===== config.mk =====
export PLATFORM = sky130hd
export DESIGN_NAME = bit_serial_alu_seq
export DESIGN_NICKNAME = d
export VERILOG_FILES = /design/src/rtl/bit_serial_alu_seq.sv
export SDC_FILE = /design/constraint.sdc
export NUM_CORES = 1
export LEC_CHECK = 0
export ABC_AREA = 1
export BUFFER_PORTS_ARGS = -buffer_cell sky130_fd_sc_hd__buf_4
export CORE_AREA = 2 2 109 111
export CTS_CLUSTER_DIAMETER = 50
export CTS_CLUSTER_SIZE = 8
export DETAILED_ROUTE_END_ITERATION = 10
export DIE_AREA = 0 0 111 113
export PLACE_DENSITY_LB_ADDON = 0.08
export SYNTH_ARGS = -nofsm -noshare
export SYNTH_HDL_FRONTEND = slang
export SYNTH_SLANG_ARGS = --single-unit
export TNS_END_PERCENT = 1

===== constraint.sdc =====
create_clock -name clk -period 2.6 [get_ports clk]
set_input_delay 0.52 -clock clk [delete_from_list [all_inputs] [get_ports clk]]
set_output_delay 0.52 -clock clk [all_outputs]
set_load 0.05 [all_outputs]

===== src/rtl/bit_serial_alu_seq.sv =====
// bit_serial_alu_seq: executes one WIDTH-bit ALU operation by driving an
// external one-bit ALU slice once per clock, LSB first, and assembling the
// word result, signed overflow, zero flag and set-less-than result.
// Optional feature macro: BSALU_ZERO_FLAG_EN (zero-flag tracker). When it is
// undefined, `zero` is tied low and no tracker state exists.
module bit_serial_alu_seq #(
  parameter int WIDTH = 32
) (
  input  logic             clk,
  input  logic             rst_n,
  input  logic             start,
  input  logic [5:0]       ctl,
  input  logic [WIDTH-1:0] a,
  input  logic [WIDTH-1:0] b,
  output logic             busy,
  output logic             done,
  output logic [WIDTH-1:0] result,
  output logic             overflow,
  output logic             zero,
  output logic             illegal,
  output logic [5:0]       slice_ctl,
  output logic             slice_a,
  output logic             slice_b,
  output logic             slice_invb,
  output logic             slice_cin,
  input  logic             slice_sum,
  input  logic             slice_carry
);

  localparam int CW = $clog2(WIDTH);
  localparam logic [CW-1:0] LAST_BIT = CW'(WIDTH - 1);

  localparam logic [5:0] CTL_ADD = 6'd32;
  localparam logic [5:0] CTL_SUB = 6'd34;
  localparam logic [5:0] CTL_AND = 6'd36;
  localparam logic [5:0] CTL_OR  = 6'd37;
  localparam logic [5:0] CTL_SLT = 6'd42;

  typedef enum logic [1:0] {
    S_IDLE = 2'd0,
    S_RUN  = 2'd1,
    S_FIX  = 2'd2,
    S_DONE = 2'd3
  } state_t;

  // One of the five supported function codes.
  function automatic logic is_legal(input logic [5:0] c);
    return (c == CTL_ADD) || (c == CTL_SUB) || (c == CTL_AND) ||
           (c == CTL_OR)  || (c == CTL_SLT);
  endfunction

  // Functions that subtract: the slice inverts b and the chain starts with carry 1.
  function automatic logic needs_invb(input logic [5:0] c);
    return (c == CTL_SUB) || (c == CTL_SLT);
  endfunction

  // Functions whose carry chain defines a signed overflow.
  function automatic logic is_arith(input logic [5:0] c);
    return (c == CTL_ADD) || (c == CTL_SUB) || (c == CTL_SLT);
  endfunction

  state_t             state_q, state_d;
  logic [WIDTH-1:0]   a_q, a_d;
  logic [WIDTH-1:0]   b_q, b_d;
  logic [5:0]         ctl_q, ctl_d;
  logic               invb_q, invb_d;
  logic [CW-1:0]      cnt_q, cnt_d;
  logic               carry_q, carry_d;
  logic [WIDTH-1:0]   result_q, result_d;
  logic               overflow_q, overflow_d;
  logic               illegal_q, illegal_d;
  logic               busy_q, busy_d;
  logic               done_q, done_d;

  logic accept_s;
  logic start_legal_s;
  logic last_bit_s;
  logic cin_s;
  logic fix_bit_s;

  assign accept_s      = start && ((state_q == S_IDLE) || (state_q == S_DONE));
  assign start_legal_s = is_legal(ctl);
  assign last_bit_s    = (cnt_q == LAST_BIT);
  // The first bit takes the subtract carry-in; later bits ripple the stored carry.
  assign cin_s         = (cnt_q == {CW{1'b0}}) ? invb_q : carry_q;
  // slt: sign of (a-b) corrected by overflow gives the signed less-than bit.
  assign fix_bit_s     = result_q[WIDTH-1] ^ overflow_q;

  assign slice_ctl  = ctl_q;
  assign slice_a    = a_q[0];
  assign slice_b    = b_q[0];
  assign slice_invb = invb_q;
  assign slice_cin  = cin_s;

  // Next-state and datapath update for the sequencer.
  always_comb begin
    state_d    = state_q;
    a_d        = a_q;
    b_d        = b_q;
    ctl_d      = ctl_q;
    invb_d     = invb_q;
    cnt_d      = cnt_q;
    carry_d    = carry_q;
    result_d   = result_q;
    overflow_d = overflow_q;
    illegal_d  = 1'b0;
    case (state_q)
      S_IDLE, S_DONE: begin
        if (accept_s && start_legal_s) begin
          state_d    = S_RUN;
          a_d        = a;
          b_d        = b;
          ctl_d      = ctl;
          invb_d     = needs_invb(ctl);
          cnt_d      = {CW{1'b0}};
          carry_d    = 1'b0;
          result_d   = {WIDTH{1'b0}};
          overflow_d = 1'b0;
        end else if (accept_s) begin
          state_d    = S_DONE;
          result_d   = {WIDTH{1'b0}};
          overflow_d = 1'b0;
          illegal_d  = 1'b1;
        end else begin
          state_d = S_IDLE;
        end
      end
      S_RUN: begin
        result_d = {slice_sum, result_q[WIDTH-1:1]};
        carry_d  = slice_carry;
        a_d      = {1'b0, a_q[WIDTH-1:1]};
        b_d      = {1'b0, b_q[WIDTH-1:1]};
        cnt_d    = cnt_q + CW'(1);
        if (last_bit_s) begin
          overflow_d = is_arith(ctl_q) ? (cin_s ^ slice_carry) : 1'b0;
          state_d    = (ctl_q == CTL_SLT) ? S_FIX : S_DONE;
        end else begin
          state_d = S_RUN;
        end
      end
      S_FIX: begin
        result_d   = {{(WIDTH-1){1'b0}}, fix_bit_s};
        overflow_d = 1'b0;
        state_d    = S_DONE;
      end
      default: begin
        state_d = S_IDLE;
      end
    endcase
  end

  assign busy_d = (state_d == S_RUN) || (state_d == S_FIX);
  assign done_d = (state_d == S_DONE);

  // Sequencer state and registered outputs.
  always_ff @(posedge clk or negedge rst_n) begin
    if (!rst_n) begin
      state_q    <= S_IDLE;
      a_q        <= {WIDTH{1'b0}};
      b_q        <= {WIDTH{1'b0}};
      ctl_q      <= 6'd0;
      invb_q     <= 1'b0;
      cnt_q      <= {CW{1'b0}};
      carry_q    <= 1'b0;
      result_q   <= {WIDTH{1'b0}};
      overflow_q <= 1'b0;
      illegal_q  <= 1'b0;
      busy_q     <= 1'b0;
      done_q     <= 1'b0;
    end else begin
      state_q    <= state_d;
      a_q        <= a_d;
      b_q        <= b_d;
      ctl_q      <= ctl_d;
      invb_q     <= invb_d;
      cnt_q      <= cnt_d;
      carry_q    <= carry_d;
      result_q   <= result_d;
      overflow_q <= overflow_d;
      illegal_q  <= illegal_d;
      busy_q     <= busy_d;
      done_q     <= done_d;
    end
  end

  assign busy     = busy_q;
  assign done     = done_q;
  assign result   = result_q;
  assign overflow = overflow_q;
  assign illegal  = illegal_q;

`ifdef BSALU_ZERO_FLAG_EN
  logic ztrk_q, ztrk_d;
  logic zero_q, zero_d;

  // Zero tracker: OR of sum bits during RUN, re-derived from the slt bit in FIX.
  always_comb begin
    ztrk_d = ztrk_q;
    zero_d = zero_q;
    if (accept_s) begin
      ztrk_d = 1'b0;
      // An illegal request completes at once with a zero result.
      zero_d = start_legal_s ? 1'b0 : 1'b1;
    end else if (state_q == S_RUN) begin
      ztrk_d = ztrk_q | slice_sum;
      if (last_bit_s && (ctl_q != CTL_SLT)) begin
        zero_d = ~(ztrk_q | slice_sum);
      end else begin
        zero_d = zero_q;
      end
    end else if (state_q == S_FIX) begin
      ztrk_d = fix_bit_s;
      zero_d = ~fix_bit_s;
    end else begin
      ztrk_d = ztrk_q;
      zero_d = zero_q;
    end
  end

  // Zero tracker and registered zero flag.
  always_ff @(posedge clk or negedge rst_n) begin
    if (!rst_n) begin
      ztrk_q <= 1'b0;
      zero_q <= 1'b0;
    end else begin
      ztrk_q <= ztrk_d;
      zero_q <= zero_d;
    end
  end

  assign zero = zero_q;
`else
  assign zero = 1'b0;
`endif

endmodule


==> results of run 1 <==
==> power by group through the flow <==
stage	combinational, mW	clock, mW	sequential [mW]
final	3.77	2.40	2.74
after global routing	4.29	2.55	2.81
after CTS	3.82	2.45	2.74
after detailed placement	3.79	0	2.76
after global placement	3.71	0	2.74
after floorplan	2.55	0	2.99
==> synth_stat cells <==
cell type | number | area [µm²]
a21oi_1 | 3 | 15.0
and2_1 | 1 | 6.26
buf_1 | 1 | 3.75
buf_2 | 19 | 95.1
buf_4 | 3 | 22.5
clkbuf_1 | 26 | 97.6
conb_1 | 1 | 3.75
dfrtp_1 | 115 | 2880
ha_1 | 6 | 75.1
inv_1 | 25 | 93.8
inv_2 | 1 | 3.75
nand2_1 | 410 | 1540
nand2_4 | 1 | 11.3
nand3_1 | 109 | 546
nand4_1 | 1 | 6.26
nor2_1 | 13 | 48.8
nor3_1 | 1 | 5.00
nor3b_1 | 1 | 7.51
o21ai_0 | 4 | 20.0
o21ai_1 | 5 | 25.0
o221ai_1 | 1 | 8.76
o31ai_1 | 1 | 7.51
or2_1 | 1 | 6.26
or2_2 | 1 | 6.26
xor2_1 | 1 | 8.76
==> stage by stage <==
stage	worst slack, ps	cell area, µm²
6_report	387	7190
5_1_grt	181	7190
4_1_cts	387	7190
3_5_place_dp	397	6550
3_3_place_gp	439	6550
2_1_floorplan	823	5540
==> cell families after synthesis <==
kind of cell    share of synthesized area [%]
simple gates                             39.4
flops                                    51.9
buf+inv                                  5.71
compound gates                           1.38
fa+ha+maj                                1.35
xor+xnor                                0.158
other cells                            0.0677
==> layer usage <==
metal | vias to the layer above | wire, µm | GRT usage [%]
li1 | 2540 | - | -
met1 | 2351 | 5940 | 29.4
met2 | 130 | 6400 | 36.1
met3 | 4 | 649 | 5.20
met4 | 0 | 64 | 6.25
met5 | - | 0 | 0
==> worst reg2reg max path, delay by kind of cell (launching register included) <==
| kind | cells | cell delay (ps) |
|---|---|---|
| adders and majority gates | 1 | 370 |
| AOI/OAI and AO/OA | 1 | 190 |
| DFF | 1 | 390 |
| and+or+nand+nor | 1 | 530 |
| buffers and inverters | 2 | 590 |
==> path summary, 6_finish.rpt <==
kind,slack [ps],cells after the start,to
min in group asynchronous,500,2,result[25]
worst min-delay path,370,3,result[31]
max in group asynchronous,1370,3,cnt_q[4]
worst max-delay path,390,5,result[0]
worst max register to register,390,5,result[0]
worst min register to register,480,2,slice_ctl[5]
==> flip-flops by register name, summed over array words and instances, names as in the netlist <==
signal	flops
a_q	32
b_q	32
result	32
slice_ctl	6
cnt_q	5
state_q	2
busy	1
carry_q	1
done	1
illegal	1
overflow	1
slice_invb	1
==> layout make-up <==
type                       instances  area [µm²]
timing repair buffer             133        1040
sequential                       115        2880
fill                            1001        4090
clock inverter                     9         125
clock buffer                      23         498
tap                              143         179
multi-input combinational        561        2370
inverter                          26        97.6
==> timing repair <==
action                                 in CTS  in global routing
hold buffers                                1                  0
gates resized for setup                     0                  0
endpoints found under the hold margin      10                  0
==> results.cfg, run 1 <==
[timing]
setup_violations = 0
fin_crit_sh_pct = 85.1
hold_viol = 0
maxSlewHeadroom_pct = 53.0
max_freq_ghz = 0.452
tightest_slew_ps = 705
final.setup.tns_ps = 0
whs_ps = 366
final.setup_skew_ps = 13.0
drv_slew = 0
rsz0062_at_grt = no
period_needed_ps = 2210

[setup_path]
crit_required_ps = 2860
critPathTopFamily = buffers and inverters
r2r_start = state_q[0]
slowest_delay_ps = 530
crit_fanout = 44
cp-start-kind = flip-flop
end_kind = flip-flop
path_buf_inv = 2
path_cells = inv_1 -> ha_1 -> or2_2 -> buf_4 -> o221ai_1
cp-startpoint = state_q[0]
cp_data_arrival_time_ps = 2470
critPathSlowestCell = or2_2
path_class = reg -> reg

[min_path]
hold_path_class = in -> reg
hp-start = slice_sum

[floorplanning]
ios = 122
core_area_um2 = 11300
die-area_um2 = 12500
fp.dieH_um = 113
row_count = 39
die_x_um = 111
start_util_pct = 49.2

[grt]
grt_usage_pct = 21.9
grt_pass1_wl_mm = 22.5
grt_max_degree = 74
antenna_found_initial = 0
grt-ovfl-total = 0
grt_pass1_vias = 4785

[yosys]
syn_avg_cell_area_um2 = 7.38
ys_ff_latch = 115
netlist_area_um2 = 5540
syn_inst = 751
synth_nets = 832
yosysWarnings = 0
synth-seq-area-share_pct = 51.9
synth_cell_type_count = 25

[power_and_ir_drop]
p_leak_nw = 4.14
pwr-share-clk_pct = 26.9
p_seq_share_pct = 30.7
vdd_drop_max_mv = 0.698
switching_share_pct = 41.6
pwr_density_cell_nw_per_um2 = 1240
p_switching_mw = 3.70
power_frac_comb_pct = 42.3
p_total_mw = 8.91
p_int_mw = 5.21

[drt]
vias = 5025
wl_mm = 13.1
drt-pass1-iter-count = 5
drc_errors = 0
drt-initial-drc-count = 375
ant_nets = 0
drt-wirelength-per-cell_um = 12.9
via_per_inst = 4.98

[cells_and_area]
mostFrequentLayoutCell = nand2_1
n_antenna_cell = 0
mostFrequentLayoutCells = nand2_1, buf_4, dfrtp_1, nand3_1, inv_1
nets = 935
layout-drive-gt1-share_pct = 19.5
synthToLayoutAreaGrowth_pct = 29.7
final_util_pct = 63.8
final_cells = 1010

[run_status]
run_status = finished, final reports clean

[clock_tree]
clock_latency_ps = 410
cts_root_buf = clkbuf_16
cts_buffer_depth = 2
cts_setup_buffers = 0
cts_sinks = 115
path_clk_slew_ps = 50
cts_buffers = 17
tritoncts = built
htreeDepth = 4

[job]
drv_cap = 0

[placed_design]
place_hpwl_mm = 8.27
place_congestion = 0.783
numPortBuffers = 120
placedCellCount = 977
Power figures use the tool's default switching activity.
==> run 2: changes to the inputs <==
--- a/config.mk
+++ b/config.mk
@@ -7,11 +7,11 @@
 export LEC_CHECK = 0
 export ABC_AREA = 1
 export BUFFER_PORTS_ARGS = -buffer_cell sky130_fd_sc_hd__buf_4
-export CORE_AREA = 2 2 109 111
+export CORE_AREA = 2 2 114 116
 export CTS_CLUSTER_DIAMETER = 50
 export CTS_CLUSTER_SIZE = 8
 export DETAILED_ROUTE_END_ITERATION = 10
-export DIE_AREA = 0 0 111 113
+export DIE_AREA = 0 0 116 118
 export PLACE_DENSITY_LB_ADDON = 0.08
 export SYNTH_ARGS = -nofsm -noshare
 export SYNTH_HDL_FRONTEND = slang
==> results.cfg, run 2 (synthesized netlist as in run 1, its figures left out) <==
[run_status]
run_status = finished, final reports clean

[cells_and_area]
n_antenna_cell = 0
mostFrequentLayoutCells = nand2_1, buf_4, dfrtp_1, nand3_1, inv_1
layout-drive-gt1-share_pct = 19.6
synthToLayoutAreaGrowth_pct = 29.2
mostFrequentLayoutCell = nand2_1
nets = 936
final_cells = 1039

[power_and_ir_drop]
vdd_drop_max_mv = 0.502
p_leak_nw = 4.11
pwr_density_cell_nw_per_um2 = 1220

[drt]
drt-wirelength-per-cell_um = 13.0
drt-pass1-iter-count = 4
drc_errors = 0
wl_mm = 13.6
via_per_inst = 4.91
vias = 5103
ant_nets = 0
drt-initial-drc-count = 312

[clock_tree]
cts_buffer_depth = 2
cts_buffers = 17
tritoncts = built
cts_hold_buffers = 0
htreeDepth = 4
cts_sinks = 115
path_clk_slew_ps = 50
cts_root_buf = clkbuf_16
cts_setup_buffers = 0
clock_latency_ps = 400
ctsResizeCount = 0

[grt]
grt_usage_pct = 20.7
grt_pass1_wl_mm = 23.0
grt_pass1_vias = 4964
grt-ovfl-total = 0
grt_max_degree = 72
antenna_found_initial = 0

[timing]
final.setup.tns_ps = 0
rsz0062_at_grt = no
setup_violations = 0
drv_slew = 0
period_needed_ps = 2090
maxSlewHeadroom_pct = 47.5
whs_ps = 167
tightest_slew_ps = 788
hold_viol = 0
fin_crit_sh_pct = 80.2
final.setup_skew_ps = 7.12
max_freq_ghz = 0.479

[setup_path]
critPathSlowestCell = dfrtp_1
path_cells = inv_1 -> ha_1 -> nand3_1 -> nand2_1 -> nand2_1 -> buf_4
crit_fanout = 5
crit_required_ps = 2080
cp_data_arrival_time_ps = 1570
r2r_setup_slack_ps = 620
slowest_delay_ps = 410
path_class = reg -> out
end_kind = output port
crit_top_cell = nand2_1
cp-start-kind = flip-flop

[floorplanning]
ios = 122
die-area_um2 = 13700
core_area_um2 = 12400
start_util_pct = 44.6
fp.dieH_um = 118
die_x_um = 116
row_count = 41

[min_path]
hold_path_class = in -> async

[placed_design]
numPortBuffers = 120
place_hpwl_mm = 8.57
place_congestion = 0.800
placedCellCount = 1008

[job]
drv_cap = 0
[run 2: changes by cell type in the layout (fill, tap and decap cells not counted)]
cell           delta
buf_12            -2
buf_4             +4
bufinv_16         -1
clkbuf_8          -2
clkinv_2          +1
clkinvlp_4        +1
dlygate4sd3_1     -1
[run 2: final cells by class]
class	count	area, µm²
clock buffer	21	470
clock inverter	10	108
fill	1155	5260
inverter	26	97.6
multi-input combinational	561	2370
sequential	115	2880
tap	172	215
timing repair buffer	134	1020
[run 2: critical path, delay by kind of cell, from the launching register on]
kind / cells / cell delay, ps
and+or+nand+nor: 3 / 260
buffers and inverters: 2 / 280
DFF: 1 / 410
adders and majority gates: 1 / 210
[run 2: power breakdown]
part	switching [mW]	internal, mW	leakage [nW]
Clock	0.780	1.47	0.281
Combinational	2.61	1.18	2.33
Sequential	0.331	2.40	1.50
[run 2: worst paths after layout]
check                                  start  depth (start not counted)      endpoint
worst min-delay path                   rst_n                          1    result[24]
worst max-delay path                cnt_q[0]                          6     slice_cin
max in group asynchronous              rst_n                          2        a_q[9]
worst min register to register  slice_ctl[5]                          2  slice_ctl[5]
worst max register to register    state_q[0]                          6      cnt_q[1]
min in group clk                   slice_sum                          3    result[31]
[run 2: stage by stage]
| step | utilization (%) | worst slack (ps) | total power, mW | cell area (µm²) |
|---|---|---|---|---|
| final | 57.7 | 514 | 8.77 | 7160 |
| after global placement | 53.0 | 643 | 6.47 | 6580 |
| after detailed placement | 53.0 | 616 | 6.57 | 6580 |
| after floorplan | - | 823 | 5.54 | 5540 |
| after CTS | 57.7 | 499 | 8.86 | 7160 |
| after global routing | 57.7 | 402 | 9.48 | 7160 |
[run 2: per-layer routing]
| metal | vias to the layer above | part of all wire, % | global-route usage [%] |
|---|---|---|---|
| met5 | - | 0 | 0 |
| met4 | 0 | 1.0 | 6.55 |
| met3 | 11 | 4.7 | 4.22 |
| met2 | 132 | 48 | 33.5 |
| met1 | 2418 | 46 | 27.8 |
| li1 | 2542 | - | - |
==> run 3: changes to the inputs <==
--- a/config.mk
+++ b/config.mk
@@ -5,13 +5,13 @@
 export SDC_FILE = /design/constraint.sdc
 export NUM_CORES = 1
 export LEC_CHECK = 0
-export ABC_AREA = 1
+export ABC_AREA = 0
 export BUFFER_PORTS_ARGS = -buffer_cell sky130_fd_sc_hd__buf_4
-export CORE_AREA = 2 2 114 116
+export CORE_AREA = 2 2 111 113
 export CTS_CLUSTER_DIAMETER = 50
 export CTS_CLUSTER_SIZE = 8
 export DETAILED_ROUTE_END_ITERATION = 10
-export DIE_AREA = 0 0 116 118
+export DIE_AREA = 0 0 113 115
 export PLACE_DENSITY_LB_ADDON = 0.08
 export SYNTH_ARGS = -nofsm -noshare
 export SYNTH_HDL_FRONTEND = slang
==> constraint.sdc (replaced) <==
create_clock -name clk -period 1.8 [get_ports clk]
set_input_delay 0.36 -clock clk [delete_from_list [all_inputs] [get_ports clk]]
set_output_delay 0.36 -clock clk [all_outputs]
set_load 0.05 [all_outputs]
==> results.cfg, run 3 <==
[timing]
tightest_slew_ps = 630
max_freq_ghz = 0.483
fin_ws_ps = -272
period_needed_ps = 2070
setup_violations = 3
rsz0062_at_grt = yes
drv_slew = 0
hold_viol = 0
final.setup_skew_ps = 3.74
maxSlewHeadroom_pct = 58.0
fin_crit_sh_pct = 115

[job]
drv_cap = 0

[floorplanning]
core_area_um2 = 11800
die_x_um = 113
fp.dieH_um = 115
start_util_pct = 44.0
die-area_um2 = 13000
ios = 122
row_count = 40

[yosys]
syn_inst = 513
synth_cell_type_count = 38
synth_commonest_cells = nand2_1, dfrtp_1, o21ai_0
synth.area.top_cells = dfrtp_1, mux2i_1, nand2_1, o21ai_0, o21ai_1
synth_top_area_share_pct = 55.4
yosysWarnings = 0
synth-seq-area-share_pct = 55.4
synth_edf_count = 0
synth.most_common_cell = nand2_1
ys_ff_latch = 115
ys_async_sr_fraction_pct = 100
synth_top_cell_by_area = dfrtp_1
netlist_area_um2 = 5190
synth_ff_type = dfrtp_1
synth_nets = 594
syn_avg_cell_area_um2 = 10.1

[drt]
drt-initial-drc-count = 181
ant_nets = 0
drt-wirelength-per-cell_um = 13.9
wl_mm = 11.3
vias = 3964
drc_errors = 4
via_per_inst = 4.89
drt-pass1-iter-count = 7

[cells_and_area]
multi_input_area_um2 = 2230
synthToLayoutAreaGrowth_pct = 37.3
mostFrequentLayoutCell = buf_4
final-seq-area_um2 = 2880
final_util_pct = 60.3
mostFrequentLayoutCells = buf_4, nand2_1, dfrtp_1, o21ai_0, mux2i_1
layout-drive-gt1-share_pct = 30.4
fillers = 1029
nets = 733
n_antenna_cell = 0

[setup_path]
r2r_setup_slack_ps = -100
end_kind = output port
rr_worst_depth = 9
path_class = reg -> out
cp_data_arrival_time_ps = 1710
r2r_start = cnt_q[0]
crit_fanout = 2
r2r_end = busy
cp-start-kind = flip-flop
crit_required_ps = 1440

[clock_tree]
cts_root_buf = clkbuf_16
cts_buffer_depth = 2
tritoncts = built
cts_hold_buffers = 0
cts_buffers = 17
cts_sinks = 115
htreeDepth = 4
path_clk_slew_ps = 50
clock_latency_ps = 400

[grt]
grt_pass1_vias = 3941
grt_max_degree = 116
antenna_found_initial = 0
grt_pass1_wl_mm = 19.1
grt_most_used_layer = met2
grt_util_met2_pct = 28.8
grt-ovfl-total = 0
met1_usage_pct = 24.5
grtUsageMet3_pct = 6.38
grt_usage_pct = 18.5

[run_status]
failed_checks = design-rule violations, negative setup slack
run_status = finished, violations left

[power_and_ir_drop]
p_leak_nw = 3.44
vdd_drop_max_mv = 1.15
pwr_density_cell_nw_per_um2 = 1780

[min_path]
hold_path_class = in -> async

[placed_design]
place_hpwl_mm = 7.55
place_congestion = 0.795
numPortBuffers = 120
preCtsSetupSlack_ps = 10.2
-- run 3: cell types whose count changed after synthesis, sizes merged, moves of 4 or more --
cell,change
buf,-4
nand2,-271
nor2,-9
clkbuf,-11
nand3,-105
mux2,+4
a32o,+4
inv,-21
nor2b,+5
o21ai,+89
mux2i,+63
-- run 3: final cells by class --
cell class	count	share of cell area, %
Clock buffer	25	6.81
Clock inverter	6	0.421
Inverter	5	0.263
Multi-Input combinational cell	359	31.3
Sequential cell	115	40.4
Tap cell	147	2.58
Timing Repair Buffer	154	18.3
-- run 3: layer usage --
layer	vias to the layer above	part of all wire, %	routed length [µm]
met1	1840	46	5220
met5	-	0	0
met3	10	5.2	589
met4	0	1.0	113
li1	2032	-	-
met2	82	47	5350
-- run 3: worst max-delay path, stage by stage, from the launching register on --
cell     delay [ps]
dfrtp_1         390
inv_2            80
ha_4            120
nor4b_4         220
mux2_4          350
buf_8           150
-- run 3: report_power, final --
part	total (mW)	internal, mW	switching [mW]
Clock	2.93	1.84	1.09
Sequential	3.96	3.47	0.494
Combinational	5.79	2.62	3.17
-- run 3: repair_timing --
action,CTS,global route
pin swaps,4,0
resized for setup,11,8
endpoints found under the setup margin,2,40
setup buffers,5,1
-- run 3: kinds of logic (layout without fill, tap and decap cells) --
group	Yosys count	in the layout	share of synthesized area, %
XOR/XNOR	2	2	0.337
other	1	1	0.0722
adder cells (fa/ha/maj)	6	6	1.45
AO/OA/AOI/OAI	114	114	12.5
multiplexers	67	67	13.1
AND/OR/NAND/NOR	169	169	13.8
buffers and inverters	39	190	3.40
flip-flops	115	115	55.4
-- run 3: per-stage QoR --
stage          total power, mW  cells  instance area [µm²]  setup TNS [ps]  hold WS [ps]
2_1_floorplan             7.65    513                 5190               0          64.4
6_report                  12.7    811                 7130            -384          12.1
5_1_grt                   13.7    811                 7130            -670          80.5
4_1_cts                   12.7    810                 7080            -275          58.8
3_5_place_dp              9.54    774                 6490               0           470
3_3_place_gp              9.38    774                 6490               0           461
-- run 3: worst max path at each step --
stage / from / endpoint / cells after the start / slack [ps]
6_report: cnt_q[0] / slice_cin / 5 / -270
5_1_grt: cnt_q[0] / slice_cin / 5 / -350
4_1_cts: cnt_q[1] / slice_cin / 5 / -270
3_5_place_dp: state_q[0] / a_q[0] / 7 / 10
3_3_place_gp: state_q[0] / a_q[15] / 7 / 50
2_1_floorplan: state_q[0] / a_q[10] / 6 / 50
